--- config.mk ---
export PLATFORM = sky130hd
export DESIGN_NAME = x4xx_pps_monitor
export DESIGN_NICKNAME = d
export VERILOG_FILES = /design/src/rtl/pps_pkg.sv /design/src/rtl/pps_period_counter.sv /design/src/rtl/x4xx_pps_monitor.sv
export SDC_FILE = /design/constraint.sdc
export NUM_CORES = 1
export LEC_CHECK = 0
export CORE_UTILIZATION = 51
export CTS_CLUSTER_SIZE = 16
export DETAILED_ROUTE_END_ITERATION = 8
export GPL_TIMING_DRIVEN = 0
export PLACE_DENSITY = 0.84
export SLEW_MARGIN = 20
export SYNTH_ARGS = -nofsm -noshare
export SYNTH_HDL_FRONTEND = slang
export SYNTH_SLANG_ARGS = --single-unit
--- constraint.sdc ---
create_clock -name base_ref_clk -period 2.6 [get_ports base_ref_clk]
set_input_delay 0.52 -clock base_ref_clk [delete_from_list [all_inputs] [get_ports base_ref_clk]]
set_output_delay 0.52 -clock base_ref_clk [all_outputs]
set_load 0.01 [all_outputs]
--- src/rtl/pps_pkg.sv ---
// pps_pkg: shared definitions for the PPS monitor slice.
// Holds the monitor state encoding, counter geometry, PPS source select
// constants and the elaboration-time parameter bound checks.
package pps_pkg;

    // Monitor state machine encoding.
    typedef enum logic [1:0] {
        ST_SEARCH  = 2'd0,
        ST_MEASURE = 2'd1,
        ST_LOCKED  = 2'd2,
        ST_LOST    = 2'd3
    } pps_state_t;

    // Period counter geometry.
    localparam int                   PPS_CNT_W   = 26;
    localparam logic [PPS_CNT_W-1:0] PPS_CNT_MAX = {PPS_CNT_W{1'b1}};

    // Error counter geometry.
    localparam int           PPS_ERR_W   = 16;
    localparam logic [15:0]  PPS_ERR_MAX = 16'hFFFF;

    // PPS source select constants shared with the clocking block.
    localparam logic [1:0] PPS_SEL_INTERNAL_10M = 2'd0;
    localparam logic [1:0] PPS_SEL_INTERNAL_25M = 2'd1;
    localparam logic [1:0] PPS_SEL_EXTERNAL     = 2'd2;
    localparam logic [1:0] PPS_SEL_GPSDO        = 2'd3;

    // good_cnt is 4 bits wide, so the lock threshold must fit in 1..15.
    function automatic logic lock_count_legal(input int lock_count);
        return (lock_count >= 1) && (lock_count <= 15);
    endfunction

    // The acceptance window must sit above zero and the timeout value
    // (CLK_FREQ+TOLERANCE+1) must be reachable before the counter saturates.
    function automatic logic tolerance_legal(input int clk_freq, input int tolerance);
        return (tolerance >= 0) && (tolerance < clk_freq) &&
               (longint'(clk_freq) + longint'(tolerance) + 1 < longint'(PPS_CNT_MAX));
    endfunction

endpackage

--- src/rtl/pps_period_counter.sv ---
// pps_period_counter: PPS rising-edge detector plus free-running period counter.
// Latency: o_edge/o_timeout are combinational from i_pps and registered history.
// Backpressure: none; the PPS stream cannot be stalled.
// Ports: i_clk/i_rst clock and async active-high reset, i_pps synchronous PPS
// level, o_edge rising-edge flag, o_cnt cycles since last edge, o_timeout
// one-cycle flag when o_cnt hits TIMEOUT_CNT with no edge present.
module pps_period_counter
    import pps_pkg::*;
#(
    parameter int TIMEOUT_CNT = 103
) (
    input  logic                 i_clk,
    input  logic                 i_rst,
    input  logic                 i_pps,
    output logic                 o_edge,
    output logic [PPS_CNT_W-1:0] o_cnt,
    output logic                 o_timeout
);

    localparam logic [PPS_CNT_W-1:0] TIMEOUT_VAL = PPS_CNT_W'(TIMEOUT_CNT);

    logic                 r_pps_d;
    logic [PPS_CNT_W-1:0] r_cnt;
    logic                 w_edge;

    assign w_edge = i_pps & ~r_pps_d;

    always_ff @(posedge i_clk or posedge i_rst) begin
        if (i_rst) begin
            r_pps_d <= 1'b0;
            r_cnt   <= '0;
        end else begin
            r_pps_d <= i_pps;
            // Edge restarts the count at 1 so the value seen in the next edge
            // cycle equals the period in cycles.
            if (w_edge) begin
                r_cnt <= PPS_CNT_W'(1);
            end else if (r_cnt != PPS_CNT_MAX) begin
                r_cnt <= r_cnt + PPS_CNT_W'(1);
            end
        end
    end

    // The counter passes TIMEOUT_VAL only once per gap (it saturates far
    // above it), so this fires at most once between edges.
    assign o_timeout = (r_cnt == TIMEOUT_VAL) && !w_edge;
    assign o_edge    = w_edge;
    assign o_cnt     = r_cnt;

endmodule

--- src/rtl/x4xx_pps_monitor.sv ---
// x4xx_pps_monitor: measures PPS period, tracks lock and counts PPS faults.
// Latency: all outputs registered, one cycle after the PPS edge/timeout cycle.
// Backpressure: none; events are reported as strobes and cannot be stalled.
// Ports: base_ref_clk/brc_rst clock and async active-high reset; pps_in PPS
// level (synchronous); clear_errors strobe; pps_pulse per-edge pulse; period/
// period_valid last measured period and update strobe; locked/lost state
// flags; error_count saturating fault count.
module x4xx_pps_monitor
    import pps_pkg::*;
#(
    parameter int CLK_FREQ   = 10_000_000,
    parameter int TOLERANCE  = 100,
    parameter int LOCK_COUNT = 3
) (
    input  logic                 base_ref_clk,
    input  logic                 brc_rst,
    input  logic                 pps_in,
    input  logic                 clear_errors,
    output logic                 pps_pulse,
    output logic [PPS_CNT_W-1:0] period,
    output logic                 period_valid,
    output logic                 locked,
    output logic                 lost,
    output logic [PPS_ERR_W-1:0] error_count
);

    generate
        if (!lock_count_legal(LOCK_COUNT)) begin : g_bad_lock_count
            $error("x4xx_pps_monitor: LOCK_COUNT must be 1..15");
        end
        if (!tolerance_legal(CLK_FREQ, TOLERANCE)) begin : g_bad_tolerance
            $error("x4xx_pps_monitor: TOLERANCE out of range for CLK_FREQ");
        end
    endgenerate

    localparam logic [PPS_CNT_W-1:0] PER_MIN  = PPS_CNT_W'(CLK_FREQ - TOLERANCE);
    localparam logic [PPS_CNT_W-1:0] PER_MAX  = PPS_CNT_W'(CLK_FREQ + TOLERANCE);
    localparam logic [3:0]           LOCK_THR = 4'(LOCK_COUNT);

    logic                 w_edge;
    logic                 w_timeout;
    logic [PPS_CNT_W-1:0] w_cnt;
    logic                 w_good;
    logic [3:0]           w_good_cnt_inc;

    pps_state_t           r_state;
    pps_state_t           w_state_nxt;
    logic [3:0]           r_good_cnt;
    logic [3:0]           w_good_cnt_nxt;
    logic                 w_err_inc;
    logic                 w_report;

    logic                 r_pps_pulse;
    logic [PPS_CNT_W-1:0] r_period;
    logic                 r_period_valid;
    logic                 r_locked;
    logic                 r_lost;
    logic [PPS_ERR_W-1:0] r_error_count;

    pps_period_counter #(
        .TIMEOUT_CNT (CLK_FREQ + TOLERANCE + 1)
    ) u_period_counter (
        .i_clk     (base_ref_clk),
        .i_rst     (brc_rst),
        .i_pps     (pps_in),
        .o_edge    (w_edge),
        .o_cnt     (w_cnt),
        .o_timeout (w_timeout)
    );

    assign w_good         = (w_cnt >= PER_MIN) && (w_cnt <= PER_MAX);
    assign w_good_cnt_inc = r_good_cnt + 4'd1;

    always_ff @(posedge base_ref_clk or posedge brc_rst) begin
        if (brc_rst) begin
            r_state    <= ST_SEARCH;
            r_good_cnt <= 4'd0;
        end else begin
            r_state    <= w_state_nxt;
            r_good_cnt <= w_good_cnt_nxt;
        end
    end

    // An edge landing exactly on the timeout cycle suppresses w_timeout in
    // the counter, so it is scored purely as a bad period (one error, no LOST).
    always_comb begin
        w_state_nxt    = r_state;
        w_good_cnt_nxt = r_good_cnt;
        w_err_inc      = 1'b0;
        w_report       = 1'b0;
        case (r_state)
            ST_SEARCH: begin
                if (w_edge) begin
                    w_state_nxt    = ST_MEASURE;
                    w_good_cnt_nxt = 4'd0;
                end
            end
            ST_MEASURE: begin
                if (w_edge) begin
                    w_report = 1'b1;
                    if (w_good) begin
                        w_good_cnt_nxt = w_good_cnt_inc;
                        if (w_good_cnt_inc == LOCK_THR) begin
                            w_state_nxt = ST_LOCKED;
                        end
                    end else begin
                        w_good_cnt_nxt = 4'd0;
                        w_err_inc      = 1'b1;
                    end
                end else if (w_timeout) begin
                    w_state_nxt = ST_LOST;
                    w_err_inc   = 1'b1;
                end
            end
            ST_LOCKED: begin
                if (w_edge) begin
                    w_report = 1'b1;
                    if (!w_good) begin
                        w_state_nxt    = ST_MEASURE;
                        w_good_cnt_nxt = 4'd0;
                        w_err_inc      = 1'b1;
                    end
                end else if (w_timeout) begin
                    w_state_nxt = ST_LOST;
                    w_err_inc   = 1'b1;
                end
            end
            ST_LOST: begin
                // The first edge after a loss only re-establishes phase; its
                // period spans the outage and is neither reported nor scored.
                if (w_edge) begin
                    w_state_nxt    = ST_MEASURE;
                    w_good_cnt_nxt = 4'd0;
                end
            end
            default: begin
                w_state_nxt    = ST_SEARCH;
                w_good_cnt_nxt = 4'd0;
            end
        endcase
    end

    // Output registers: state flags decode the next state so they appear in
    // the same cycle as the state register update.
    always_ff @(posedge base_ref_clk or posedge brc_rst) begin
        if (brc_rst) begin
            r_pps_pulse    <= 1'b0;
            r_period       <= '0;
            r_period_valid <= 1'b0;
            r_locked       <= 1'b0;
            r_lost         <= 1'b0;
        end else begin
            r_pps_pulse    <= w_edge;
            r_period_valid <= w_report;
            if (w_report) begin
                r_period <= w_cnt;
            end
            r_locked <= (w_state_nxt == ST_LOCKED);
            r_lost   <= (w_state_nxt == ST_LOST);
        end
    end

    always_ff @(posedge base_ref_clk or posedge brc_rst) begin
        if (brc_rst) begin
            r_error_count <= '0;
        end else if (clear_errors) begin
            r_error_count <= '0;
        end else if (w_err_inc && (r_error_count != PPS_ERR_MAX)) begin
            r_error_count <= r_error_count + PPS_ERR_W'(1);
        end
    end

    assign pps_pulse    = r_pps_pulse;
    assign period       = r_period;
    assign period_valid = r_period_valid;
    assign locked       = r_locked;
    assign lost         = r_lost;
    assign error_count  = r_error_count;

endmodule

==> results of run 1 <==
power by group:
group	leakage [nW]	switching [mW]	internal [mW]
logic	0.982	0.271	0.241
registers	1.08	0.0556	1.32
clock network	0.123	0.431	0.686
total	2.18	0.757	2.24
logic make-up (layout without fill, tap and decap cells):
group | after synthesis | count (layout)
AOI/OAI and AO/OA | 65 | 65
xor gates and xnor gates | 14 | 14
adders and majority gates | 9 | 9
buffers and inverters | 33 | 106
DFF | 79 | 79
muxes | 41 | 41
and+or+nand+nor | 173 | 173
cells in the final DEF (no fill, tap or decap), types with 3 or more instances in the layout:
master	n
and4_1	3
buf_4	12
or4_1	4
clkdlybuf4s50_1	48
clkbuf_8	11
mux2i_1	3
nor4_2	3
buf_2	5
dfrtp_1	75
ha_1	9
o211ai_1	3
nand3_1	20
nand4_1	8
xnor2_1	13
mux2_2	38
nand2b_1	5
a21oi_1	15
and3_1	6
o31ai_1	4
nor4_1	4
bufinv_16	3
nor3_1	12
dfrtp_2	4
clkbuf_1	8
and2_1	4
or3_1	7
nor2_1	36
a211oi_2	9
nand2_1	33
inv_1	11
clkbuf_2	3
nor2b_1	12
o21ai_0	16
synthesized netlist by cell type (all sizes together) (3+ instances only):
cell type / instances / area share
dfrtp: 79 / 0.47
a211oi: 11 / 0.020
o211ai: 3 / 0.0054
o21ai: 16 / 0.019
xnor2: 13 / 0.027
nor3: 13 / 0.016
nand3: 20 / 0.024
and3: 6 / 0.0090
ha: 9 / 0.027
inv: 12 / 0.011
and2: 4 / 0.0060
buf: 8 / 0.0090
and4: 3 / 0.0063
nor4: 9 / 0.017
mux2: 38 / 0.10
nand4: 8 / 0.012
clkbuf: 13 / 0.012
nand2b: 5 / 0.0075
nor4b: 5 / 0.012
nor2: 37 / 0.033
mux2i: 3 / 0.0072
nand2: 34 / 0.031
or3: 8 / 0.013
or4: 5 / 0.0090
o31ai: 5 / 0.012
a21oi: 16 / 0.019
nor2b: 12 / 0.018
metal layers:
metal	vias up	GRT usage
met1	1724	0.290
met2	92	0.399
met3	17	0.0599
li1	1636	-
met4	0	0.0872
met5	-	0
stage by stage:
step	util	total power [mW]	cells	setup slack (ps)
floorplan	-	1.68	414	56.6
global placement	0.611	1.86	564	-1200
detailed placement	0.614	1.88	565	-573
CTS	0.650	2.99	580	-8.22
global route	0.675	3.13	589	-98.1
finish	0.675	3.00	589	25.6
worst max path at each step:
stage                                              to                                    from  slack, ps
after floorplan            error_count[0]$_DFFE_PP0P_                                 brc_rst         60
after global placement         period[18]$_DFFE_PP0P_                                 brc_rst      -1200
after detailed placement        period[0]$_DFFE_PP0P_                                  pps_in       -570
after CTS                   r_good_cnt[2]$_DFFE_PP0P_  u_period_counter.o_cnt[12]$_DFFE_PP0P_         -8
after global routing      error_count[13]$_DFFE_PP0P_  u_period_counter.o_cnt[11]$_DFFE_PP0P_       -100
final                     error_count[15]$_DFFE_PP0P_  u_period_counter.o_cnt[11]$_DFFE_PP0P_         30
state kept, by name, indices dropped and copies added, names as in the netlist:
| name | cells |
|---|---|
| r_good_cnt | 4 |
| r_state | 2 |
| period | 26 |
| locked | 1 |
| u_period_counter.r_pps_d | 1 |
| period_valid | 1 |
| pps_pulse | 1 |
| u_period_counter.o_cnt | 26 |
| lost | 1 |
| error_count | 16 |
final cells by class:
cell class / instances / share of cell area
multi-input cells: 302 / 0.416
flip-flops and latches: 79 / 0.376
repair buffers: 60 / 0.111
clock buffers: 12 / 0.0295
well taps: 102 / 0.0242
plain buffers: 19 / 0.0176
clock inverters: 3 / 0.0171
inverters: 12 / 0.00903
repair_timing:
| action | in CTS | in global routing |
|---|---|---|
| gates resized for setup | 11 | 30 |
| buffers inserted | 0 | 11 |
| pin swaps | 1 | 8 |
| setup endpoints to repair | 36 | 52 |
==> run metrics, run 1 <==
reg2reg start u_period_counter.o_cnt[11]$_DFFE_PP0P_; clk_lat worst skew between 300 and 400 ps; Synth Area in Adders 0.0271; MaxCap Viol Count 0; final slew viol count 0; Compound-Gate Fraction of Synth Area 0.104; share of cells above drive strength 1 0.224; Final min period between 2000 and 3000 ps; yosys warns 0; Setup TNS 0 ps; startpoint class of the critical path flop; sum of buffers and inverters on the critical path 2; Leak ~2.2 nW; post-synthesis mux area share 0.110; clk sink count a little under 80; Max IR drop VDD between 0.0003 and 0.0004 V; # fillers 601; met2 wire length 4.94 mm; Antenna Nets Post-Route 0; final WL roughly 10 mm; CP Data Required Time roughly 2900 ps; relative slew slack 0.526; crit path cell chain nor4b_2, nand2_1, or4_1, buf_6, buf_2, a211oi_2, mux2_2; Min-Delay Path Class flop to flop; Post-Synth Simple-Gate Area 0.223; DIE HEIGHT ~90 um; Final Hold Vio Count 0; hpwl dp 6.50 mm; syn nets 427; Detail Route met3 WL about 390 um; wire length per cell 16.5 um; Fin Hold WS 510 ps; largest fanout on the critical path 10; core box area 7810 um2; unrepaired setup endpoints after global routing yes; kind of cell with the highest combined delay on the critical path simple AND/OR/NAND/NOR gates; Worst Path Arrival between 2000 and 3000 ps; Main synth FF type dfrtp_1; largest net degree at the start of global routing 48; CTS clock-pin slew for the worst setup and hold paths ~80 ps; asr flop ratio synth 1.00; reg2reg path depth 7; Max Used Layer met4; crit share post-route 0.990; hold path startpoint period[19]$_DFFE_PP0P_; Clock Tree Root clkbuf_8; Fmax around 0.39 GHz; Netlist Area Pre-Place 4160 um2; via count 3469; htree depth 3; Slowest-stage cell, CP or4_1; Die ar. ~8500 um2; M1 WL ~4.2 mm; I/O Buffers 48; Worst Tran Pin Value a little over 700 ps; vias in the first global route 3434; num rows 32; drt pass-1 iters 4; Nets between 400 and 500; crit path kind flop to flop; Worst Setup End Kind flop; Multi-input gate area 2190 um2; critical path depth 7; EDFF count, synth 0; finished layout cell area between 5000 and 6000 um2; Die X-Extent around 90 um; Num CTS Buffers 9; Mean Syn Cell Area about 10 um2; Remaining DRCs 0; # IOs 50; Cells after Synth 414; XOR/XNOR Fraction of Synth Area 0.0295; hold buffers post-CTS 0; placed cell area ~4800 um2; post-synthesis sequential area ratio 0.475; CTS tree done; Slowest Stage Delay on Critical Path 520 ps; Cell variety after synth 50; final setup fails 0; Synth Register Bits 79; Max Clock Skew 8.71 ps; Area Overhead vs Synth 26.5%; status completed; FF+latch area slightly below 2000 um2; reg-to-reg endpoint error_count[15]$_DFFE_PP0P_; initial antenna violation count 0; hold path depth 1; largest family of logic cells by synthesized area simple AND/OR/NAND/NOR gates; diodes inserted 0; DR vias/cell 5.89; DRT iter0 DRCs ~200; global-route wire length before repair 15.9 mm; Initial Util 0.533; reg2reg setup slack about 26 ps; remaining global-route overflow 0; PwrDens roughly 570 nW/um2; RD Place Congestion 0.885; Longest Clk Path Bufs 2; WHS Endpoint period[19]$_DFFE_PP0P_; GRT Util Overall 0.236
(Power assumes the default switching activity.)
==> run 2: changes to the inputs <==
--- a/config.mk
+++ b/config.mk
@@ -8,7 +8,6 @@
 export CORE_UTILIZATION = 51
 export CTS_CLUSTER_SIZE = 16
 export DETAILED_ROUTE_END_ITERATION = 8
-export GPL_TIMING_DRIVEN = 0
 export PLACE_DENSITY = 0.84
 export SLEW_MARGIN = 20
 export SYNTH_ARGS = -nofsm -noshare
==> run metrics, run 2 (synthesis results as in run 1) <==
status completed; Remaining DRCs 0; # IOs 50; Longest Clk Path Bufs 2; Fmax 0.403 GHz; most common cell after layout, fill and taps aside dfrtp_1; global-route wire length before repair around 15 mm; startpoint class of the critical path flop; remaining global-route overflow 0; Max Clock Skew roughly 14 ps; hold buffers post-CTS 0; Num CTS Buffers 9; htree depth 3; via count approximately 3500; RD Place Congestion around 0.88; hpwl dp around 6.5 mm; drt pass-1 iters 4; Leak approximately 2.2 nW; Worst Setup End Kind flop; largest net degree at the start of global routing 33; most frequent cells in the layout dfrtp_1 (79), clkdlybuf4s50_1 (49), mux2_2 (38); reg2reg start u_period_counter.o_cnt[25]$_DFFE_PP0P_; vias in the first global route around 3200; Final Hold Vio Count 0; PwrDens about 540 nW/um2; Initial Util 0.533; Worst Path Arrival ~2700 ps; CTS tree done; reg-to-reg endpoint error_count[11]$_DFFE_PP0P_; Clock Tree Root clkbuf_8; Antenna Nets Post-Route 0; Area Overhead vs Synth 25.3%; final setup fails 0; CTS clock-pin slew for the worst setup and hold paths approximately 90 ps; DRT iter0 DRCs around 180; CP Data Required Time 2850 ps; I/O Buffers 49; Place WS -146 ps; MaxCap Viol Count 0; share of cells above drive strength 1 0.201; final setup margin approximately 120 ps; relative slew slack 0.601; Worst Tran Pin Value around 590 ps; Final Power between 2 and 3 mW; largest fanout on the critical path 7; Post-CTS Resized 0; reg2reg path depth 7; initial antenna violation count 0; Nets 500; # fillers around 590; final WL 9.10 mm; crit path kind flop to flop; final slew viol count 0; unrepaired setup endpoints after global routing no; core box area slightly below 8000 um2; Die ar. around 8500 um2; Die X-Extent between 90 and 100 um; Max IR drop VDD between 0.0003 and 0.0004 V; Min-Delay Path Class input port to async pin; wire length per cell 15.3 um; reg2reg setup slack approximately 120 ps; DIE HEIGHT just over 90 um; setup bufs post-CTS 0; DR vias/cell 5.84; GRT Util Overall 0.227; diodes inserted 0; Final min period ~2500 ps; clk_lat worst skew between 300 and 400 ps; Final Util 0.668; clk sink count roughly 80; crit share post-route 0.954; num rows 32
==> run 2: where the power goes <==
part	leakage [nW]	internal, mW	total, mW	switching (mW)
Sequential	1.09	1.32	1.37	0.0588
Combinational	1.04	0.249	0.499	0.250
Clock	0.0997	0.470	0.922	0.452
Total	2.22	2.04	2.80	0.761
==> run 2: stage by stage <==
step	setup TNS, ps	instance area (um2)	cells	hold WS, ps
6_report	0	5220	594	502
5_1_grt	0	5220	594	532
4_1_cts	0	5200	594	508
3_5_place_dp	-928	5010	578	495
3_3_place_gp	-25.7	5010	578	493
2_1_floorplan	0	4160	414	493
==> run 2: worst max-delay path by stage <==
stage	start	to	slack [ps]	cells after the start
3_3_place_gp	pps_in	error_count[7]$_DFFE_PP0P_	-30	7
3_5_place_dp	pps_in	error_count[11]$_DFFE_PP0P_	-150	6
6_report	u_period_counter.o_cnt[25]$_DFFE_PP0P_	error_count[11]$_DFFE_PP0P_	120	7
5_1_grt	u_period_counter.o_cnt[25]$_DFFE_PP0P_	error_count[11]$_DFFE_PP0P_	30	7
2_1_floorplan	brc_rst	error_count[0]$_DFFE_PP0P_	60	1
4_1_cts	u_period_counter.o_cnt[25]$_DFFE_PP0P_	error_count[11]$_DFFE_PP0P_	60	5
==> run 2: critical path: stages, from the launching register on <==
cell,delay [ps]
dfrtp_1,420
nor4_4,340
o221ai_1,210
a22oi_1,200
buf_4,180
o31ai_4,110
a2111oi_1,540
mux2_2,390
==> run 2: final cells by class <==
| class | instances | area [um2] | share of cell area |
|---|---|---|---|
| Timing Repair Buffer | 83 | 796 | 0.153 |
| Inverter | 12 | 45.0 | 0.00864 |
| Multi-Input combinational cell | 302 | 2070 | 0.397 |
| Clock inverter | 5 | 56.3 | 0.0108 |
| Clock buffer | 11 | 141 | 0.0271 |
| Tap cell | 102 | 128 | 0.0245 |
| Sequential cell | 79 | 1980 | 0.379 |
==> run 2: metal layers <==
layer	GRT usage	routed length, um	vias to the layer above	part of all wire
li1	-	-	1643	-
met1	0.299	3920	1719	0.43
met2	0.388	4660	96	0.51
met3	0.0386	421	9	0.046
met4	0.0625	93	0	0.010
met5	0	0	-	0
==> run 3: changes to the inputs <==
--- a/config.mk
+++ b/config.mk
@@ -8,6 +8,7 @@
 export CORE_UTILIZATION = 51
 export CTS_CLUSTER_SIZE = 16
 export DETAILED_ROUTE_END_ITERATION = 8
+export GPL_TIMING_DRIVEN = 0
 export PLACE_DENSITY = 0.84
 export SLEW_MARGIN = 20
 export SYNTH_ARGS = -nofsm -noshare
==> constraint.sdc (replaced) <==
create_clock -name base_ref_clk -period 2.6 [get_ports base_ref_clk]
set_input_delay 0.26 -clock base_ref_clk [delete_from_list [all_inputs] [get_ports base_ref_clk]]
set_output_delay 0.26 -clock base_ref_clk [all_outputs]
set_load 0.01 [all_outputs]
==> run metrics, run 3 (synthesis results as in run 1) <==
Worst Path Arrival roughly 2800 ps; num rows 32; drt pass-1 iters 4; final setup margin about 69 ps; CP most frequent cell or4_1; core box area between 7000 and 8000 um2; Detail Route met3 WL 499 um; hpwl dp approximately 6.5 mm; M1 WL 4.14 mm; remaining global-route overflow 0; wire length per cell 16.7 um; Max Used Layer met4; htree depth 3; CTS tree done; Min-Delay Path Class input port to async pin; crit share post-route 0.973; FF+latch area 1990 um2; DIE HEIGHT about 92 um; Antenna Nets Post-Route 0; Max Clock Skew a little under 8 ps; met2 wire length a little over 5 mm; global-route wire length before repair 15.9 mm; RD Place Congestion ~0.9; PwrDens ~570 nW/um2; startpoint class of the critical path flop; final WL just under 10 mm; Leak roughly 2.2 nW; Final Hold Vio Count 0; reg2reg setup slack roughly 70 ps; Fmax ~0.40 GHz; Fin Hold WS between 300 and 400 ps; DRT iter0 DRCs 199; crit path kind flop to flop; GRT Util Overall 0.236; Remaining DRCs 0; DR vias/cell about 6; largest fanout on the critical path 8; Die ar. between 8000 and 9000 um2; Longest Clk Path Bufs 2; CTS clock-pin slew for the worst setup and hold paths 80 ps; diodes inserted 0; Place WS -313 ps; status completed; MaxCap Viol Count 0; share of cells above drive strength 1 0.217; clk_lat worst skew 360 ps; Slowest Stage Delay on Critical Path 550 ps; # IOs 50; Multi-input gate area between 2000 and 2500 um2; Initial Util 0.533; # fillers 603; Worst Setup End Kind flop; Nets 497; most common cell after layout, fill and taps aside dfrtp_1; Slowest-stage cell, CP or4_1; Final min period approximately 2500 ps; relative slew slack 0.580; Worst Tran Pin Value between 600 and 700 ps; Final Power between 2 and 3 mW; final slew viol count 0; vias in the first global route between 3000 and 4000; final setup fails 0; CP Data Required Time between 2000 and 3000 ps; largest net degree at the start of global routing 48; I/O Buffers 48; Num CTS Buffers 9; clk sink count 79; Area Overhead vs Synth 27.2%; Die X-Extent 92.3 um; Clock Tree Root clkbuf_8; Max IR drop VDD between 0.0003 and 0.0004 V; initial antenna violation count 0; via count ~3500; most frequent cells in the layout dfrtp_1 (72), clkdlybuf4s50_1 (48), mux2_2 (38); crit path cell chain nor4_4, nand2_2, or4_1, buf_6, a21o_4, or4_1, a21oi_2
==> run 3: changes by cell type in the layout (fill, tap and decap cells not counted), moves of 3 or more <==
| cell | change |
|---|---|
| nor4_2 | +3 |
| a211oi_1 | -4 |
| dfrtp_2 | +7 |
| a211oi_2 | +4 |
| clkbuf_1 | +10 |
| dfrtp_1 | -7 |
| nor4_1 | -4 |
| nor4b_4 | +3 |
| buf_4 | -19 |
| buf_2 | +5 |
| nor4b_2 | -3 |
==> run 3: area by class of cell <==
cell class / instances / share of cell area
Inverter: 12 / 0.00898
Tap cell: 102 / 0.0241
Sequential cell: 79 / 0.375
Buffer: 19 / 0.0175
Multi-Input combinational cell: 302 / 0.414
Timing Repair Buffer: 61 / 0.114
Clock inverter: 3 / 0.0170
Clock buffer: 12 / 0.0293
==> run 3: routing by layer <==
layer / vias to the layer above / global-route usage
li1: 1631 / -
met1: 1732 / 0.290
met2: 111 / 0.399
met3: 14 / 0.0599
met4: 0 / 0.0859
met5: - / 0
==> run 3: worst max-delay path, delay by kind of cell, from the launching register on <==
family / cells / cell delay (ps)
buf+inv: 1 / 150
flops: 1 / 450
simple gates: 4 / 1480
compound gates: 2 / 360
==> run 3: worst paths after layout <==
check,startpoint,to,depth (start not counted)
hold reg to reg,period[19]$_DFFE_PP0P_,period[19]$_DFFE_PP0P_,1
setup reg to reg,u_period_counter.o_cnt[21]$_DFFE_PP0P_,error_count[7]$_DFFE_PP0P_,7
max in group asynchronous,brc_rst,u_period_counter.o_cnt[8]$_DFFE_PP0P_,3
hold / removal,brc_rst,error_count[0]$_DFFE_PP0P_,2
min in group base_ref_clk,pps_in,u_period_counter.r_pps_d$_DFF_PP0_,1
setup / recovery,u_period_counter.o_cnt[21]$_DFFE_PP0P_,error_count[7]$_DFFE_PP0P_,7
==> run 3: timing repair <==
action	CTS	global route
setup endpoints to repair	18	33
hold buffers	0	0
resized for setup	10	30
hold endpoints to repair	0	0
setup buffers	0	12
pin swaps	1	9
==> run 3: metrics by stage <==
| step | utilization | std cells | TNS (ps) | instance area (um2) |
|---|---|---|---|---|
| 3_5_place_dp | 0.614 | 565 | -6890 | 4790 |
| 4_1_cts | 0.650 | 580 | -24.3 | 5080 |
| 6_report | 0.678 | 590 | 0 | 5300 |
| 5_1_grt | 0.678 | 590 | -152 | 5300 |
| 3_3_place_gp | 0.611 | 564 | -79570 | 4770 |
| 2_1_floorplan | - | 414 | 0 | 4160 |
==> run 3: report_power, final <==
part | internal, mW | switching (mW)
Clock | 0.686 | 0.431
Combinational | 0.240 | 0.265
Sequential | 1.32 | 0.0569
